===== config.mk =====
export PLATFORM = sky130hd
export DESIGN_NAME = stack_seq_flat
export DESIGN_NICKNAME = d
export VERILOG_FILES = /design/src/rtl/stack_pkg.sv /design/src/rtl/stack_seq_if.sv /design/src/rtl/stack_depth_ctr.sv /design/src/rtl/stack_seq.sv /design/src/flat_wrapper.sv
export SDC_FILE = /design/constraint.sdc
export NUM_CORES = 1
export LEC_CHECK = 0
export ABC_AREA = 1
export ABC_CLOCK_PERIOD_IN_PS = 2940
export CORE_ASPECT_RATIO = 0.6
export CORE_MARGIN = 2
export CORE_UTILIZATION = 40
export CTS_CLUSTER_DIAMETER = 50
export DETAILED_ROUTE_END_ITERATION = 6
export PLACE_DENSITY = 0.68
export SYNTH_ARGS = -nofsm -noshare
export SYNTH_HDL_FRONTEND = slang
export SYNTH_SLANG_ARGS = --single-unit

===== constraint.sdc =====
create_clock -name clk -period 2.94 [get_ports clk]
set_clock_uncertainty 0.05 [all_clocks]
set_input_delay 0.588 -clock clk [delete_from_list [all_inputs] [get_ports clk]]
set_output_delay 0.588 -clock clk [all_outputs]
set_load 0.01 [all_outputs]

===== src/rtl/stack_pkg.sv =====
// Shared definitions for the stack sequencer: opcodes, stack move codes and
// the per-opcode minimum-depth / net-depth tables.
package stack_pkg;

  localparam logic [3:0] OP_NOP  = 4'd0;
  localparam logic [3:0] OP_PUSH = 4'd1;
  localparam logic [3:0] OP_POP  = 4'd2;
  localparam logic [3:0] OP_REPL = 4'd3;
  localparam logic [3:0] OP_DUP  = 4'd4;
  localparam logic [3:0] OP_SWAP = 4'd5;
  localparam logic [3:0] OP_OVER = 4'd6;
  localparam logic [3:0] OP_NIP  = 4'd7;
  localparam logic [3:0] OP_CLRF = 4'd8;

  localparam logic [1:0] DELTA_HOLD = 2'b00;
  localparam logic [1:0] DELTA_PUSH = 2'b01;
  localparam logic [1:0] DELTA_POP  = 2'b11;

  function automatic logic [1:0] op_min_depth(input logic [3:0] op);
    case (op)
      OP_POP, OP_REPL, OP_DUP:  return 2'd1;
      OP_SWAP, OP_OVER, OP_NIP: return 2'd2;
      default:                  return 2'd0;
    endcase
  endfunction

  function automatic logic signed [1:0] op_net_delta(input logic [3:0] op);
    case (op)
      OP_PUSH, OP_DUP, OP_OVER: return 2'sd1;
      OP_POP, OP_NIP:           return -2'sd1;
      default:                  return 2'sd0;
    endcase
  endfunction

endpackage


===== src/rtl/stack_seq_if.sv =====
// Operation request channel from core decode into the stack sequencer.
interface stack_seq_if #(
  parameter int WIDTH = 16
) ();
  logic             op_valid;
  logic [3:0]       op_code;
  logic [WIDTH-1:0] op_data;
  logic             op_ready;

  modport master (output op_valid, op_code, op_data, input  op_ready);
  modport slave  (input  op_valid, op_code, op_data, output op_ready);
endinterface


===== src/rtl/stack_depth_ctr.sv =====
// Saturating live-entry counter for the stack with sticky overflow/underflow
// flags; updated once per accepted operation.
module stack_depth_ctr #(
  parameter  int DEPTH = 18,
  localparam int DW    = $clog2(DEPTH + 2)
) (
  input  logic              clk,
  input  logic              rst,
  input  logic              i_acc,
  input  logic [1:0]        i_min,
  input  logic signed [1:0] i_net,
  input  logic              i_clr,
  output logic [DW-1:0]     o_depth,
  output logic              o_overflow,
  output logic              o_underflow
);
  localparam int CAP = DEPTH + 1;

  logic [DW-1:0]        r_depth;
  logic                 r_overflow;
  logic                 r_underflow;
  logic signed [DW+1:0] w_sum;
  logic                 w_over;
  logic                 w_short;
  logic [DW-1:0]        w_depth_nxt;

  // Two guard bits keep depth+net representable as a signed value.
  assign w_sum   = $signed({2'b00, r_depth}) + $signed({{DW{i_net[1]}}, i_net});
  assign w_over  = int'(w_sum) > CAP;
  assign w_short = r_depth < {{(DW-2){1'b0}}, i_min};

  always_comb begin
    w_depth_nxt = w_sum[DW-1:0];
    if (w_sum[DW+1])
      w_depth_nxt = '0;
    else if (w_over)
      w_depth_nxt = DW'(CAP);
  end

  always_ff @(posedge clk) begin
    if (rst) begin
      r_depth     <= '0;
      r_overflow  <= 1'b0;
      r_underflow <= 1'b0;
    end else begin
      if (i_acc)
        r_depth <= w_depth_nxt;
      if (i_clr) begin
        r_overflow  <= 1'b0;
        r_underflow <= 1'b0;
      end else if (i_acc) begin
        r_overflow  <= r_overflow  | w_over;
        r_underflow <= r_underflow | w_short;
      end
    end
  end

  assign o_depth     = r_depth;
  assign o_overflow  = r_overflow;
  assign o_underflow = r_underflow;
endmodule


===== src/rtl/stack_seq.sv =====
// Stack sequencer: breaks decode-level stack operations into single-cycle
// we/delta/wd primitives for one hardware stack, tracking depth and errors.
module stack_seq
  import stack_pkg::*;
#(
  parameter int WIDTH = 16,
  parameter int DEPTH = 18
) (
  input  logic                         clk,
  input  logic                         rst,
  stack_seq_if.slave                   op,
  output logic [WIDTH-1:0]             tos,
  output logic [$clog2(DEPTH+2)-1:0]   depth,
  output logic                         overflow,
  output logic                         underflow,
  output logic                         st_we,
  output logic [1:0]                   st_delta,
  output logic [WIDTH-1:0]             st_wd,
  input  logic [WIDTH-1:0]             st_rd
);
  localparam logic [1:0] ST_IDLE = 2'd0;
  localparam logic [1:0] ST_S1   = 2'd1;
  localparam logic [1:0] ST_S2   = 2'd2;

  logic [1:0]       r_state;
  logic [1:0]       w_state_nxt;
  logic [3:0]       r_op;
  logic [WIDTH-1:0] r_t;
  logic [WIDTH-1:0] r_n;
  logic             w_acc;
  logic             w_we;
  logic [1:0]       w_delta;
  logic [WIDTH-1:0] w_wd;

  assign op.op_ready = (r_state == ST_IDLE) & ~rst;
  assign w_acc       = op.op_valid & op.op_ready;

  // First primitive is issued in the accept cycle; S1/S2 finish SWAP/OVER/NIP.
  always_comb begin
    w_we        = 1'b0;
    w_delta     = DELTA_HOLD;
    w_wd        = '0;
    w_state_nxt = r_state;
    case (r_state)
      ST_IDLE: begin
        if (w_acc) begin
          case (op.op_code)
            OP_PUSH: begin w_we = 1'b1; w_delta = DELTA_PUSH; w_wd = op.op_data; end
            OP_POP:  w_delta = DELTA_POP;
            OP_REPL: begin w_we = 1'b1; w_delta = DELTA_HOLD; w_wd = op.op_data; end
            OP_DUP:  begin w_we = 1'b1; w_delta = DELTA_PUSH; w_wd = st_rd;      end
            OP_SWAP, OP_OVER, OP_NIP: begin
              w_delta     = DELTA_POP;
              w_state_nxt = ST_S1;
            end
            default: ;
          endcase
        end
      end
      ST_S1: begin
        w_we = 1'b1;
        w_wd = r_t;
        case (r_op)
          OP_SWAP: begin w_delta = DELTA_HOLD; w_state_nxt = ST_S2;   end
          OP_OVER: begin w_delta = DELTA_PUSH; w_state_nxt = ST_S2;   end
          default: begin w_delta = DELTA_HOLD; w_state_nxt = ST_IDLE; end
        endcase
      end
      ST_S2: begin
        w_we        = 1'b1;
        w_delta     = DELTA_PUSH;
        w_wd        = r_n;
        w_state_nxt = ST_IDLE;
      end
      default: w_state_nxt = ST_IDLE;
    endcase
    if (rst) begin
      w_we    = 1'b0;
      w_delta = DELTA_HOLD;
    end
  end

  always_ff @(posedge clk) begin
    if (rst) begin
      r_state <= ST_IDLE;
      r_op    <= OP_NOP;
    end else begin
      r_state <= w_state_nxt;
      if (w_acc)
        r_op <= op.op_code;
    end
  end

  // Holding registers carry stack data only, so they are left unreset.
  always_ff @(posedge clk) begin
    if (w_acc)
      r_t <= st_rd;
    if (r_state == ST_S1)
      r_n <= st_rd;
  end

  stack_depth_ctr #(.DEPTH(DEPTH)) u_depth (
    .clk         (clk),
    .rst         (rst),
    .i_acc       (w_acc),
    .i_min       (op_min_depth(op.op_code)),
    .i_net       (op_net_delta(op.op_code)),
    .i_clr       (w_acc & (op.op_code == OP_CLRF)),
    .o_depth     (depth),
    .o_overflow  (overflow),
    .o_underflow (underflow)
  );

  assign tos      = st_rd;
  assign st_we    = w_we;
  assign st_delta = w_delta;
  assign st_wd    = w_wd;
endmodule

===== src/flat_wrapper.sv =====
// flat-port wrapper written by rule: the top's interface ports become plain ports
module stack_seq_flat import stack_pkg::*;
#(
  parameter int WIDTH = 16,
  parameter int DEPTH = 18
)
  (clk, rst, tos, depth, overflow, underflow, st_we, st_delta, st_wd, st_rd, op_op_valid, op_op_code, op_op_data, op_op_ready);
  stack_seq_if #(.WIDTH(WIDTH)) op_i ();
  input  logic clk;
  input  logic rst;
  output logic [WIDTH-1:0] tos;
  output logic [$clog2(DEPTH+2)-1:0] depth;
  output logic overflow;
  output logic underflow;
  output logic st_we;
  output logic [1:0] st_delta;
  output logic [WIDTH-1:0] st_wd;
  input  logic [WIDTH-1:0] st_rd;
  input wire logic [$bits(op_i.op_valid)-1:0] op_op_valid;
  input wire logic [$bits(op_i.op_code)-1:0] op_op_code;
  input wire logic [$bits(op_i.op_data)-1:0] op_op_data;
  output wire logic [$bits(op_i.op_ready)-1:0] op_op_ready;
  assign op_i.op_valid = op_op_valid;
  assign op_i.op_code = op_op_code;
  assign op_i.op_data = op_op_data;
  assign op_op_ready = op_i.op_ready;
  stack_seq #(.WIDTH(WIDTH), .DEPTH(DEPTH)) u_core (.clk(clk), .rst(rst), .op(op_i), .tos(tos), .depth(depth), .overflow(overflow), .underflow(underflow), .st_we(st_we), .st_delta(st_delta), .st_wd(st_wd), .st_rd(st_rd));
endmodule

==> impl_results.rst <==
.. list-table::
   :header-rows: 1

   * - Metric
     - Value
   * - Placed cell areas
     - 3674 µm²
   * - Number of antenna violations at the first check in global routing
     - 0
   * - Status
     - completed
   * - Global router's overall resource usage
     - 18.49%
   * - Final weighted congestion in routability-driven placement
     - 0.8919
   * - Worst path max stage delay
     - ~0.30 ns
   * - Leading cell types by count after synthesis
     - sky130_fd_sc_hd__nand2_1, sky130_fd_sc_hd__edfxtp_1, sky130_fd_sc_hd__a31oi_1, sky130_fd_sc_hd__buf_4, sky130_fd_sc_hd__inv_1
   * - Summed instance area of the synthesized netlist
     - 2679 µm²
   * - Unique masters post-synth
     - 36
   * - Post-route cell area
     - 3816 µm²
   * - Area share of the largest cell type after synthesis
     - 35.87%
   * - Total of endpoints with negative setup slack in the final report
     - 0
   * - Highest Clock Rate
     - 360.3 MHz
   * - Worst-case reg-to-reg path depth
     - 11
   * - Clock buffer count from CTS
     - 5
   * - Syn Inst Count
     - 299
   * - First drt pass iteration count
     - 5
   * - Worst Path Class, Setup
     - primary input to primary output
   * - Share of cells above drive strength 1
     - 18.46%
   * - Die outline width
     - around 110 µm
   * - Post-synthesis sequential area ratio
     - ~46%
   * - Insertion delay to the later sink of the worst-skew pair
     - between 0.2 and 0.3 ns
   * - Per-cell via count in the routed design
     - 4.998
   * - CTS sink cnt
     - 45
   * - Buffer type at the clock tree root
     - sky130_fd_sc_hd__clkbuf_8
   * - Critical-path maximum fanout
     - 3
   * - Top-count cell post-synth
     - sky130_fd_sc_hd__nand2_1
   * - Worst-case register-to-register setup slack
     - 1.09 ns
   * - Endpoint class of the critical path
     - primary output
   * - Placed Cells
     - 468
   * - Endpoint of the worst setup timing path
     - st_delta[0]
   * - Yosys Warn Count
     - 0
   * - Crit path max-delay cell type
     - sky130_fd_sc_hd__dlygate4sd2_1
   * - Async S/R FF share, synth
     - 0%
   * - Detailed placer's ending HPWL
     - 5071 µm
   * - Maximum level of the CTS H-tree
     - 2
   * - Clk slew on worst S/H paths
     - about 0.080 ns
   * - Layout Area Growth over Synthesis
     - 42.46%
   * - VDD IR max
     - approximately 0.00024 V
   * - Worst flop-to-flop path startpoint
     - u_core.u_depth.o_depth[4]$_SDFFE_PP0P_
   * - Power per unit of standard cell area
     - 434.6 nW/µm²
   * - Transition time at the pin with the least slew margin
     - 0.8129 ns
   * - Dominant cell type by area after synthesis
     - sky130_fd_sc_hd__edfxtp_1
   * - Number of top-level design ports
     - 82
   * - Final worst path period share
     - a little over nine tenths
   * - Filler cell count
     - between 500 and 600
   * - Clock tree from TritonCTS
     - built
   * - Number of max-cap violations
     - 0
   * - Launching instance or port of the critical path
     - op_op_code[3]
   * - Core area
     - roughly 6600 µm²
   * - Unrepaired setup endpoints after global routing
     - no
   * - R2R Path End
     - u_core.u_depth.o_overflow$_SDFFE_PP0P_
   * - Flip-flop and latch count after synthesis
     - 45
   * - Worst Path Required
     - 2.30 ns
   * - Total congestion overflow after global routing
     - 0
   * - CP cell instances
     - dlygate4sd2_1, inv_1, nand2_2, buf_4, a21oi_1, a21oi_1, nand2_1, nand2_1, a211oi_2, dlygate4sd2_1
   * - Initial drt markers
     - 152
   * - Maximum number of buffers from clock root to sink
     - 2
   * - Non-Filler Instances
     - 477
   * - Static power due to leakage
     - 1.570 nW
   * - Min-delay worst type
     - flip-flop to flip-flop
   * - Wire length of the first global-routing pass
     - approximately 11000 µm
   * - Vias
     - about 2400
   * - Number of nets with antenna violations after detailed routing
     - 0
   * - Number of buffers inserted for hold repair after clock tree synthesis
     - 0
   * - Cells taking the most area after synthesis
     - sky130_fd_sc_hd__edfxtp_1, sky130_fd_sc_hd__nand2_1, sky130_fd_sc_hd__dfxtp_1, sky130_fd_sc_hd__a22o_1, sky130_fd_sc_hd__ha_1
   * - Final Max Slew Viols
     - 0
   * - Number of synthesized flops with an enable pin
     - 32
   * - Arrival time of the worst setup path
     - 2.14 ns
   * - Mean post-synth cell area
     - 8.959 µm²
   * - Overall die area
     - 7389 µm²
   * - Die Height
     - 67.39 µm
   * - Antenna cell count
     - 0
   * - Initial core utilization
     - 40.65%
   * - Element type at the critical path start
     - primary input
   * - Vias in the first global route
     - 2199
   * - Remaining max-slew budget at the tightest pin
     - 45.81%
   * - Routed wire length per instance
     - between 10 and 15 µm
   * - Port Buffer Count
     - 81
   * - Worst Hold Slack
     - 0.4185 ns
   * - Number of hold violations in the final report
     - 0
   * - Post-detailed-route DRC marker count
     - 0
   * - Utilization after layout
     - 57.91%
   * - Site row count
     - 23
   * - Net count after synthesis
     - 350
   * - Final Net Count
     - 440
   * - Leading register cell type out of synthesis
     - sky130_fd_sc_hd__edfxtp_1
   * - Post-Route WL
     - 6768 µm
   * - Maximum number of pins on one net before global-route repair
     - 33
   * - Minimum clock period after layout
     - 2.775 ns
## cell families after synthesis
logic type	share of synthesized area, %
fa+ha+maj	5.885
buf+inv	11.44
flops	45.59
compound gates	13.54
simple gates	23.21
xor+xnor	0.3270
## power by group
part | internal [mW] | switching, mW
logic | 0.237 | 0.231
clock network | 0.251 | 0.196
registers | 0.723 | 0.0193
## layout make-up
type	count	area [µm²]	area share, %
flip-flops and latches	45	1221	32.00
multi-input cells	198	1179	30.89
repair buffers	112	1095	28.69
well taps	87	108.9	2.852
inverters	27	106.4	2.787
clock buffers	6	72.57	1.902
clock inverters	2	33.78	0.8852
## worst min-delay path by stage
stage	from	depth (start not counted)	end	slack [ns]
finish	u_core.r_op[3]$_SDFFE_PP0P_	2	u_core.r_op[3]$_SDFFE_PP0P_	0.42
CTS	u_core.r_op[3]$_SDFFE_PP0P_	2	u_core.r_op[3]$_SDFFE_PP0P_	0.42
detailed placement	u_core.r_op[3]$_SDFFE_PP0P_	2	u_core.r_op[3]$_SDFFE_PP0P_	0.41
global route	u_core.r_op[3]$_SDFFE_PP0P_	2	u_core.r_op[3]$_SDFFE_PP0P_	0.45
floorplan	u_core.r_op[2]$_SDFFE_PP0P_	2	u_core.r_op[2]$_SDFFE_PP0P_	0.39
global placement	u_core.r_op[2]$_SDFFE_PP0P_	2	u_core.r_op[2]$_SDFFE_PP0P_	0.40
## state kept, by name, indices dropped and copies added, names as in the netlist
register,flops
u_core.r_n,16
u_core.r_op,4
u_core.r_state,2
u_core.r_t,16
u_core.u_depth.o_depth,5
u_core.u_depth.o_overflow,1
u_core.u_depth.o_underflow,1
## worst max-delay path: cells and delay by family
kind,cells,cell delay (ns)
buffers and inverters,4,0.84
AO/OA/AOI/OAI,3,0.48
AND/OR/NAND/NOR,3,0.24
## stage by stage
step           total power [mW]  setup TNS, ns  worst slack, ns
2_1_floorplan            0.9880              0           0.2117
3_3_place_gp              1.244         -5.625          -0.3166
3_5_place_dp              1.249         -6.877          -0.4208
4_1_cts                   1.673              0         0.001874
5_1_grt                   1.747              0          0.03088
6_report                  1.658              0           0.1645
## per-layer routing
layer	vias to the layer above	routed length (µm)	GRT usage (%)
met2	66	3130	30.40
met3	4	334	3.378
met5	-	0	0
met4	0	38	3.956
met1	1122	3264	25.67
li1	1192	-	-
## repair_timing
action / 4_1_cts / 5_1_grt
gates resized for setup: 26 / 10
pin swaps: 1 / 5
buffers inserted: 1 / 0
endpoints found under the setup margin: 24 / 11
## cells in the final DEF (no fill, tap or decap), types with 8 or more instances in the layout
master / count
sky130_fd_sc_hd__nand2_1: 81
sky130_fd_sc_hd__a21oi_1: 12
sky130_fd_sc_hd__dlygate4sd2_1: 20
sky130_fd_sc_hd__inv_2: 9
sky130_fd_sc_hd__nand3_1: 14
sky130_fd_sc_hd__clkdlybuf4s50_1: 58
sky130_fd_sc_hd__inv_1: 17
sky130_fd_sc_hd__a31oi_1: 17
sky130_fd_sc_hd__ha_1: 10
sky130_fd_sc_hd__edfxtp_1: 32
sky130_fd_sc_hd__a22o_1: 16
sky130_fd_sc_hd__nor2_1: 8
sky130_fd_sc_hd__buf_4: 24
sky130_fd_sc_hd__dfxtp_1: 13
No activity file was read; power rests on OpenSTA's default activity.
